## src/rtl/packet_merger_pkg.sv

```systemverilog
// Shared types and constants for the two-input packet merger.
// The arbitration helper picks the next grant from IDLE using the round-robin pointer.
package packet_merger_pkg;

  typedef enum logic [1:0] {
    IDLE   = 2'd0,
    GRANT0 = 2'd1,
    GRANT1 = 2'd2
  } grant_state_t;

  localparam int SKID_DEPTH = 2;

  // ptr = 0 favours S0 when both inputs are waiting, ptr = 1 favours S1.
  function automatic grant_state_t arbitrate(input logic v0, input logic v1, input logic ptr);
    grant_state_t g;
    g = IDLE;
    if (v0 && (!v1 || !ptr)) begin
      g = GRANT0;
    end else if (v1) begin
      g = GRANT1;
    end
    return g;
  endfunction

endpackage

```

## src/rtl/packet_merger_skid.sv

```systemverilog
// Two-entry registered skid buffer: the output comes straight from a register and
// s_ready depends only on the buffer occupancy register, never on m_ready.
module packet_merger_skid
  import packet_merger_pkg::*;
#(
  parameter int TDATA_WIDTH = 32
) (
  input  logic                   clk,
  input  logic                   resetn,
  input  logic                   s_valid,
  output logic                   s_ready,
  input  logic [TDATA_WIDTH-1:0] s_data,
  input  logic                   s_last,
  output logic                   m_valid,
  input  logic                   m_ready,
  output logic [TDATA_WIDTH-1:0] m_data,
  output logic                   m_last
);

  localparam int OCC_W = $clog2(SKID_DEPTH + 1);
  localparam logic [OCC_W-1:0] OCC_EMPTY = OCC_W'(0);
  localparam logic [OCC_W-1:0] OCC_ONE   = OCC_W'(1);
  localparam logic [OCC_W-1:0] OCC_FULL  = OCC_W'(SKID_DEPTH);

  logic [OCC_W-1:0]       occ_q, occ_d;
  logic [TDATA_WIDTH-1:0] out_data_q, out_data_d;
  logic                   out_last_q, out_last_d;
  logic [TDATA_WIDTH-1:0] sk_data_q, sk_data_d;
  logic                   sk_last_q, sk_last_d;
  logic                   push, pop;

  assign s_ready = (occ_q < OCC_FULL);
  assign m_valid = (occ_q != OCC_EMPTY);
  assign m_data  = out_data_q;
  assign m_last  = out_last_q;

  assign push = s_valid && s_ready;
  assign pop  = m_valid && m_ready;

  always_comb begin
    occ_d      = occ_q + OCC_W'(push) - OCC_W'(pop);
    out_data_d = out_data_q;
    out_last_d = out_last_q;
    sk_data_d  = sk_data_q;
    sk_last_d  = sk_last_q;
    // When full, push is impossible, so a pop simply promotes the parked beat.
    if (pop && (occ_q == OCC_FULL)) begin
      out_data_d = sk_data_q;
      out_last_d = sk_last_q;
    end
    if (push && ((occ_q == OCC_EMPTY) || ((occ_q == OCC_ONE) && pop))) begin
      out_data_d = s_data;
      out_last_d = s_last;
    end
    if (push && (occ_q == OCC_ONE) && !pop) begin
      sk_data_d = s_data;
      sk_last_d = s_last;
    end
  end

  always_ff @(posedge clk or negedge resetn) begin
    if (!resetn) begin
      occ_q      <= OCC_EMPTY;
      out_data_q <= '0;
      out_last_q <= 1'b0;
      sk_data_q  <= '0;
      sk_last_q  <= 1'b0;
    end else begin
      occ_q      <= occ_d;
      out_data_q <= out_data_d;
      out_last_q <= out_last_d;
      sk_data_q  <= sk_data_d;
      sk_last_q  <= sk_last_d;
    end
  end

endmodule

```

## src/rtl/packet_merger.sv

```systemverilog
// Packet-atomic round-robin merge of two AXI-Stream inputs into one registered output,
// with per-input packet counters.
module packet_merger
  import packet_merger_pkg::*;
#(
  parameter int TDATA_WIDTH = 32,
  parameter int CNT_WIDTH   = 32
) (
  input  logic                   clk,
  input  logic                   resetn,
  input  logic [TDATA_WIDTH-1:0] s0_axis_tdata,
  input  logic                   s0_axis_tlast,
  input  logic                   s0_axis_tvalid,
  output logic                   s0_axis_tready,
  input  logic [TDATA_WIDTH-1:0] s1_axis_tdata,
  input  logic                   s1_axis_tlast,
  input  logic                   s1_axis_tvalid,
  output logic                   s1_axis_tready,
  output logic [TDATA_WIDTH-1:0] m_axis_tdata,
  output logic                   m_axis_tlast,
  output logic                   m_axis_tvalid,
  input  logic                   m_axis_tready,
  output logic [CNT_WIDTH-1:0]   num_packets_from_input_0,
  output logic [CNT_WIDTH-1:0]   num_packets_from_input_1
);

  // Handshakes are plain AXI-Stream: a beat moves on a rising clk edge where
  // valid && ready; valid never waits on ready and holds its payload until taken.

  grant_state_t           state_q, state_d;
  logic                   ptr_q, ptr_d;
  logic [CNT_WIDTH-1:0]   pkt_cnt0_q, pkt_cnt0_d;
  logic [CNT_WIDTH-1:0]   pkt_cnt1_q, pkt_cnt1_d;

  logic                   skid_in_valid;
  logic                   skid_in_ready;
  logic [TDATA_WIDTH-1:0] skid_in_data;
  logic                   skid_in_last;
  logic                   s0_hs, s1_hs;
  logic                   s0_eop, s1_eop;

  assign s0_hs  = s0_axis_tvalid && s0_axis_tready;
  assign s1_hs  = s1_axis_tvalid && s1_axis_tready;
  assign s0_eop = s0_hs && s0_axis_tlast;
  assign s1_eop = s1_hs && s1_axis_tlast;

  // State register.
  always_ff @(posedge clk or negedge resetn) begin
    if (!resetn) begin
      state_q <= IDLE;
    end else begin
      state_q <= state_d;
    end
  end

  // Next-state logic; the grant is released only on the granted input's tlast.
  always_comb begin
    state_d = state_q;
    case (state_q)
      IDLE:    state_d = arbitrate(s0_axis_tvalid, s1_axis_tvalid, ptr_q);
      GRANT0:  if (s0_eop) state_d = IDLE;
      GRANT1:  if (s1_eop) state_d = IDLE;
      default: state_d = IDLE;
    endcase
  end

  // Output logic: only the granted input sees ready, and only while the buffer has room.
  always_comb begin
    s0_axis_tready = (state_q == GRANT0) && skid_in_ready;
    s1_axis_tready = (state_q == GRANT1) && skid_in_ready;
    skid_in_valid  = s0_hs || s1_hs;
    skid_in_data   = s0_axis_tdata;
    skid_in_last   = s0_axis_tlast;
    if (state_q == GRANT1) begin
      skid_in_data = s1_axis_tdata;
      skid_in_last = s1_axis_tlast;
    end
  end

  // Pointer hands priority to the other input once a packet completes.
  always_comb begin
    ptr_d      = ptr_q;
    pkt_cnt0_d = pkt_cnt0_q;
    pkt_cnt1_d = pkt_cnt1_q;
    if (s0_eop) begin
      ptr_d      = 1'b1;
      pkt_cnt0_d = pkt_cnt0_q + CNT_WIDTH'(1);
    end
    if (s1_eop) begin
      ptr_d      = 1'b0;
      pkt_cnt1_d = pkt_cnt1_q + CNT_WIDTH'(1);
    end
  end

  always_ff @(posedge clk or negedge resetn) begin
    if (!resetn) begin
      ptr_q      <= 1'b0;
      pkt_cnt0_q <= '0;
      pkt_cnt1_q <= '0;
    end else begin
      ptr_q      <= ptr_d;
      pkt_cnt0_q <= pkt_cnt0_d;
      pkt_cnt1_q <= pkt_cnt1_d;
    end
  end

  assign num_packets_from_input_0 = pkt_cnt0_q;
  assign num_packets_from_input_1 = pkt_cnt1_q;

  packet_merger_skid #(
    .TDATA_WIDTH(TDATA_WIDTH)
  ) u_skid (
    .clk     (clk),
    .resetn  (resetn),
    .s_valid (skid_in_valid),
    .s_ready (skid_in_ready),
    .s_data  (skid_in_data),
    .s_last  (skid_in_last),
    .m_valid (m_axis_tvalid),
    .m_ready (m_axis_tready),
    .m_data  (m_axis_tdata),
    .m_last  (m_axis_tlast)
  );

endmodule

```

## config.mk

```make
export PLATFORM = sky130hd
export DESIGN_NAME = packet_merger
export DESIGN_NICKNAME = d
export VERILOG_FILES = /design/src/rtl/packet_merger_pkg.sv /design/src/rtl/packet_merger_skid.sv /design/src/rtl/packet_merger.sv
export SDC_FILE = /design/constraint.sdc
export NUM_CORES = 1
export LEC_CHECK = 0
export ABC_AREA = 1
export CAP_MARGIN = 20
export CORE_ASPECT_RATIO = 0.6
export CORE_UTILIZATION = 51
export CTS_CLUSTER_DIAMETER = 30
export DETAILED_ROUTE_END_ITERATION = 10
export HOLD_SLACK_MARGIN = 0.12
export PLACE_DENSITY = 0.85
export REMOVE_ABC_BUFFERS = 1
export SYNTH_ARGS = -nofsm -noshare
export SYNTH_HDL_FRONTEND = slang
export SYNTH_HIERARCHICAL = 1
export SYNTH_SLANG_ARGS = --single-unit
```

## constraint.sdc

```tcl
create_clock -name clk -period 1.95 [get_ports clk]
set_input_delay 0.4875 -clock clk [delete_from_list [all_inputs] [get_ports clk]]
set_output_delay 0.4875 -clock clk [all_outputs]
set_load 0.02 [all_outputs]
```

== After elaboration in Yosys (flattened, before gate mapping) ==
Index checks and enable logic that the tools add are counted.

* Flip-flop bits (word level): 135
* Bits of input ports: 71
* Output and inout port bits: 100
* Word-level logic and storage cells: 59

* Add/sub/neg operators: 4
* Order comparisons: 1
* Equal/unequal tests: 6
* Multiplexer cells: 13
* Reductions and logical operators: 26

{| class="wikitable"
|+ Operators with widths
! kind !! number
|-
| 32-bit two-way mux || 3
|-
| 32-bit by 1-bit adder with 32-bit output (second input constant) || 2
|-
| 1-bit logical AND || 14
|-
| 2-bit two-way mux || 4
|-
| 2-bit one-hot mux with 3 select lines || 1
|-
| 2-bit nonzero test || 3
|-
| 1-bit two-way mux || 5
|-
| 2-bit by 1-bit equality test with 1-bit output (second input constant) || 2
|-
| 2-bit equality test (second input constant) || 2
|-
| 2-bit logical NOT || 2
|-
| 2-bit inequality test (second input constant) || 2
|-
| 1-bit logical NOT || 3
|-
| 1-bit logical OR || 3
|-
| 2-bit by 1-bit adder with 2-bit output || 1
|-
| 2-bit less-than comparator (second input constant) || 1
|-
| 2-bit AND reduction || 1
|-
| 2-bit by 1-bit subtractor with 2-bit output || 1
|}

== Depth between registers and ports, before layout ==
* Depth after elaboration: 7
* Gate-level depth with buffers: 11

== By module ==
Netlist, hierarchy kept.

{| class="wikitable"
|+ Modules (own cells, without submodules)
! module !! times used !! cells each !! area each (sq um) !! seq. area each (sq um)
|-
| packet_merger || 1 || 617 || 4162.7 || 1676.6
|-
| packet_merger_skid || 1 || 349 || 3149.3 || 1701.6
|}

== Least setup slack after synthesis ==
No wires, ideal clock.

* Kind: reg-to-output
* Start point: register state_q[1]
* End point: output port s1_axis_tready
* Arrival time: 1292 ps
* Data required time: 1462 ps
* Slack: 170 ps
* Stages on the path, launching flop included: 6
* Cell sequence: dfrtp_1 > inv_2 > nor2_4 > clkinv_1 > clkbuf_1 > nor2_1

* Longest elaborated chain between the ends: 2

{| class="wikitable"
|+ RTL lines
! item !! line !! RTL
|-
| start, declared || packet_merger.sv:30 || <nowiki>grant_state_t state_q, state_d;</nowiki>
|-
| start signal, assigned || packet_merger.sv:52 || <nowiki>state_q <= state_d;</nowiki>
|-
| 2-bit equality test || packet_merger.sv:70 || <nowiki>s1_axis_tready = (state_q == GRANT1) && skid_in_ready;</nowiki>
|-
| 1-bit logical AND || packet_merger.sv:70 ||
|-
| end, declared || packet_merger.sv:18 || <nowiki>output logic s1_axis_tready,</nowiki>
|}

Every way passes these cells.

== Final worst setup path ==
* Start point: register u_skid.out_data_q[3], in the netlist u_skid/m_data[3]
* End point: output port m_axis_tdata[3]

{| class="wikitable"
|+ RTL lines
! item !! line !! RTL
|-
| start, declared || packet_merger_skid.sv:26 || <nowiki>logic [TDATA_WIDTH-1:0] out_data_q, out_data_d;</nowiki>
|-
| start signal, assigned || packet_merger_skid.sv:70 || <nowiki>out_data_q <= out_data_d;</nowiki>
|-
| end, declared || packet_merger.sv:19 || <nowiki>output logic [TDATA_WIDTH-1:0] m_axis_tdata,</nowiki>
|}

No word-level cell between the ends.

==> metrics.log <==
[metrics] library cell contributing the largest single delay on the critical path: sky130_fd_sc_hd__clkdlybuf4s50_1
[metrics] outcome: complete, no violations
[metrics] dominant register cell in the synthesized netlist: sky130_fd_sc_hd__dfrtp_1
[metrics] leakage power figure: just over 5 nW
[metrics] top library cells by usage in the layout, fill and taps aside: sky130_fd_sc_hd__nand2_1 (295), sky130_fd_sc_hd__nand3_1 (140), sky130_fd_sc_hd__dfrtp_1 (135)
[metrics] Filler cells: 1,111
[metrics] area of the die: between 10,000 and 15,000 sq um
[metrics] total I/O pin count: 171
[metrics] global-route wire length before repair: between 30,000 and 40,000 um
[metrics] number of warnings issued by yosys: 6
[metrics] critical path data required time: about 1.5 ns
[metrics] average cell area after synthesis: between 7 and 8 sq um
[metrics] buffer depth of the longest clock path: 2
[metrics] portion of the post-synthesis area used by sequential elements: 0.462
[metrics] number of buffers and inverters on the critical path: 1
[metrics] max-slew violation count: 0
[metrics] vertical die dimension: between 90 and 100 um
[metrics] Crit Path Category: flip-flop to output pin
[metrics] clock tree sinks: roughly 140
[metrics] Iter 0 DRT Violations: 482
[metrics] area added between synthesis and finish: 37.2%
[metrics] pin count of the biggest net entering global routing: 47
[metrics] number of nets in the finished design: 1,232
[metrics] clock buffers created by TritonCTS: 17
[metrics] Antenna Diode Count: 0
[metrics] reg-to-reg endpoint: num_packets_from_input_1[17]
[metrics] worst skew pair latency: slightly above 0.4 ns
[metrics] site row count: 33
[metrics] Unique masters post-synth: 29
[metrics] Final ANT Viol Nets: 0
[metrics] count of flip-flops with a built-in enable after synthesis: 0
[metrics] worst IR drop on VDD: 0.739 mV
[metrics] critical hold path startpoint: u_skid/sk_data_q[26]
[metrics] cell family with the largest share of critical-path delay: buffers and inverters
[metrics] count of buffers inserted at the top-level ports: 170
[metrics] number of antenna violations at the first check in global routing: 0
[metrics] Hold Crit Endpoint: u_skid/sk_data_q[26]
[metrics] Final HPWL DP: roughly 14,000 um
[metrics] share of flip-flops with an asynchronous set or reset: 1.00
[metrics] filler-free cell count of the finished design: approximately 1,400
[metrics] vias after detailed routing: between 7,000 and 8,000
[metrics] number of levels in the clock H-tree: 4
[metrics] combined area of all synthesized cells: about 7300 sq um
[metrics] CP Launch Type: flip-flop
[metrics] crit path max fanout: 2
[metrics] gpl congestion: 0.967
[metrics] GRT Total Usage: 0.293
[metrics] setup violators final: 0
[metrics] Slew HR: 0.633
[metrics] data arrival time of the worst path: about 1.4 ns
[metrics] flop and latch count out of synthesis: ~140
[metrics] post-route minimum period: between 1.5 and 2 ns
[metrics] worst hold path depth: 2
[metrics] least setup slack across all paths after layout: between 0.04 and 0.05 ns
[metrics] pre-CTS setup slack: -0.154 ns
[metrics] final wirelength: 20,400 um
[metrics] crit end category: output pin
[metrics] source of the worst register-to-register timing path: state_q[1]
[metrics] placed cell count: around 1,300
[metrics] Overall Power: about 0.011 W
[metrics] setup repair bufs after CTS: 0
[metrics] Pwr per Cell Area: 1140 nW/um^2
[metrics] worst reg-to-reg path cell count: 8
[metrics] total gr overflow: 0
[metrics] highest clock frequency the design can meet: ~0.53 GHz
[metrics] cell breakdown of the critical path: clkdlybuf4s50_1
[metrics] CTS tree: done
[metrics] share of post-route cells with drive strength above 1: 0.0880
[metrics] met2 routed WL: 9260 um
[metrics] clock-pin slew of the registers on the worst-case setup and hold paths: around 0.06 ns
[metrics] final worst clock skew: 0.0137 ns
[metrics] starting density of the core: 0.529
[metrics] setup repair after global routing missed its margin: yes
[metrics] Final Hold Violating Endpoints: 0
[metrics] post-route fraction of the period consumed by the critical path: 0.976
[metrics] 1st-pass router iterations: 5
[metrics] top sig layer: met4
[metrics] type of the worst min-delay path: flip-flop to flip-flop
[metrics] wire length the detailed router placed on met1: between 9000 and 10,000 um
[metrics] root buffer cell: sky130_fd_sc_hd__clkbuf_16
[metrics] detailed-routed wire length on met3: between 1000 and 1500 um
[metrics] number of global-route vias before repair: 7,015
[metrics] DRC violation count after routing: 0
[metrics] end-of-flow core utilization: 0.725
[metrics] most common cell after layout, fill and taps aside: sky130_fd_sc_hd__nand2_1
[metrics] die width: between 150 and 200 um
[metrics] worst hold slack after final layout: 0.485 ns
[metrics] Syn Inst Count: 966
[metrics] Slew @ Worst Pin: about 0.55 ns
[metrics] via/cell ratio: 5.29
[metrics] count of max-cap constraint violations: 0
[metrics] largest stage delay on the critical path: around 0.63 ns
[metrics] wire per inst: between 10 and 15 um
[metrics] total core area: around 14,000 sq um
[metrics] r2r setup slk: 0.10 ns
[flip-flops by register name (all words and copies together) (netlist names)]
name,flops
u_skid/sk_last_q,1
u_skid/sk_data_q,32
num_packets_from_input_1,32
state_q,2
num_packets_from_input_0,32
ptr_q,1
u_skid/m_last,1
u_skid/occ_q,2
u_skid/m_data,32
[metrics by stage]
step	instance area (sq um)	setup TNS [ns]
2_1_floorplan	7080	-58.69
3_3_place_gp	9460	-3.31
3_5_place_dp	9460	-6.58
4_1_cts	10000	0
5_1_grt	10000	-0.00799
6_report	10000	0
[Yosys cell counts, drive strengths merged (3+ instances only)]
cell | n | share of area
xnor2 | 20 | 0.024
ha | 3 | 0.0051
nand3 | 142 | 0.099
nand4 | 59 | 0.052
nand2 | 297 | 0.15
inv | 110 | 0.056
dfrtp | 135 | 0.46
xor2 | 20 | 0.024
clkbuf | 16 | 0.0082
buf | 25 | 0.024
nor3 | 11 | 0.0075
nand3b | 3 | 0.0031
o21ai | 37 | 0.030
nor2 | 85 | 0.049
[cell families (layout without fill, tap and decap cells)]
group                    count (synthesis)  count (layout)  synth area share
AND/OR/NAND/NOR                        597             597             0.363
flip-flops                             135             135             0.462
adder cells (fa/ha/maj)                  3               3           0.00513
AO/OA/AOI/OAI                           39              39            0.0323
buffers and inverters                  152             357            0.0892
XOR/XNOR                                40              40            0.0479
[worst reg2reg max path, stage by stage, from the launching register on]
cell and delay (ns):
sky130_fd_sc_hd__dfrtp_1 0.42, sky130_fd_sc_hd__inv_2 0.09, sky130_fd_sc_hd__nor2_4 0.11, sky130_fd_sc_hd__buf_6 0.28, sky130_fd_sc_hd__nand4_2 0.18, sky130_fd_sc_hd__buf_12 0.20, sky130_fd_sc_hd__nor2_2 0.21, sky130_fd_sc_hd__nand2_1 0.11
sky130_fd_sc_hd__xnor2_1 0.15
[timing repair]
action                                  CTS  global route
hold buffers                              1             0
hold endpoints to repair                 32             0
endpoints found under the setup margin   52            31
gates resized for setup                  58            14
[area by class of cell]
type                    instances  area [sq um]  share of cell area
clock buffers                  18           429              0.0428
clock inverters                14           174              0.0173
inverters                     111           417              0.0415
well taps                     192           240              0.0240
flip-flops and latches        135          3380               0.337
repair buffers                214          2110               0.210
multi-input cells             679          3280               0.327
[power breakdown]
| part | leakage (nW) | switching (W) | internal [W] | total (W) |
|---|---|---|---|---|
| Clock | 0.283 | 0.00127 | 0.00202 | 0.00330 |
| Sequential | 1.75 | 0.000513 | 0.00354 | 0.00405 |
| Combinational | 3.13 | 0.00244 | 0.00164 | 0.00408 |
[worst max-delay path by stage]
stage,startpoint,end,slack [ns],cells past startpoint
2_1_floorplan,u_skid/occ_q[1],u_skid/sk_data_q[1],-1.16,7
4_1_cts,num_packets_from_input_1[5],num_packets_from_input_1[5],0.002,1
5_1_grt,state_q[1],num_packets_from_input_1[17],-0.008,8
3_5_place_dp,s0_axis_tvalid,u_skid/sk_data_q[17],-0.15,9
6_report,u_skid/m_data[3],m_axis_tdata[3],0.05,1
3_3_place_gp,s1_axis_tvalid,num_packets_from_input_1[6],-0.09,7
[routing by layer]
metal  track usage  vias to the layer above
met5             0                        -
met4        0.0825                        0
met3        0.0459                       22
met2         0.485                      292
met1         0.402                     3403
li1              -                     3498
(Power assumes the default switching activity.)
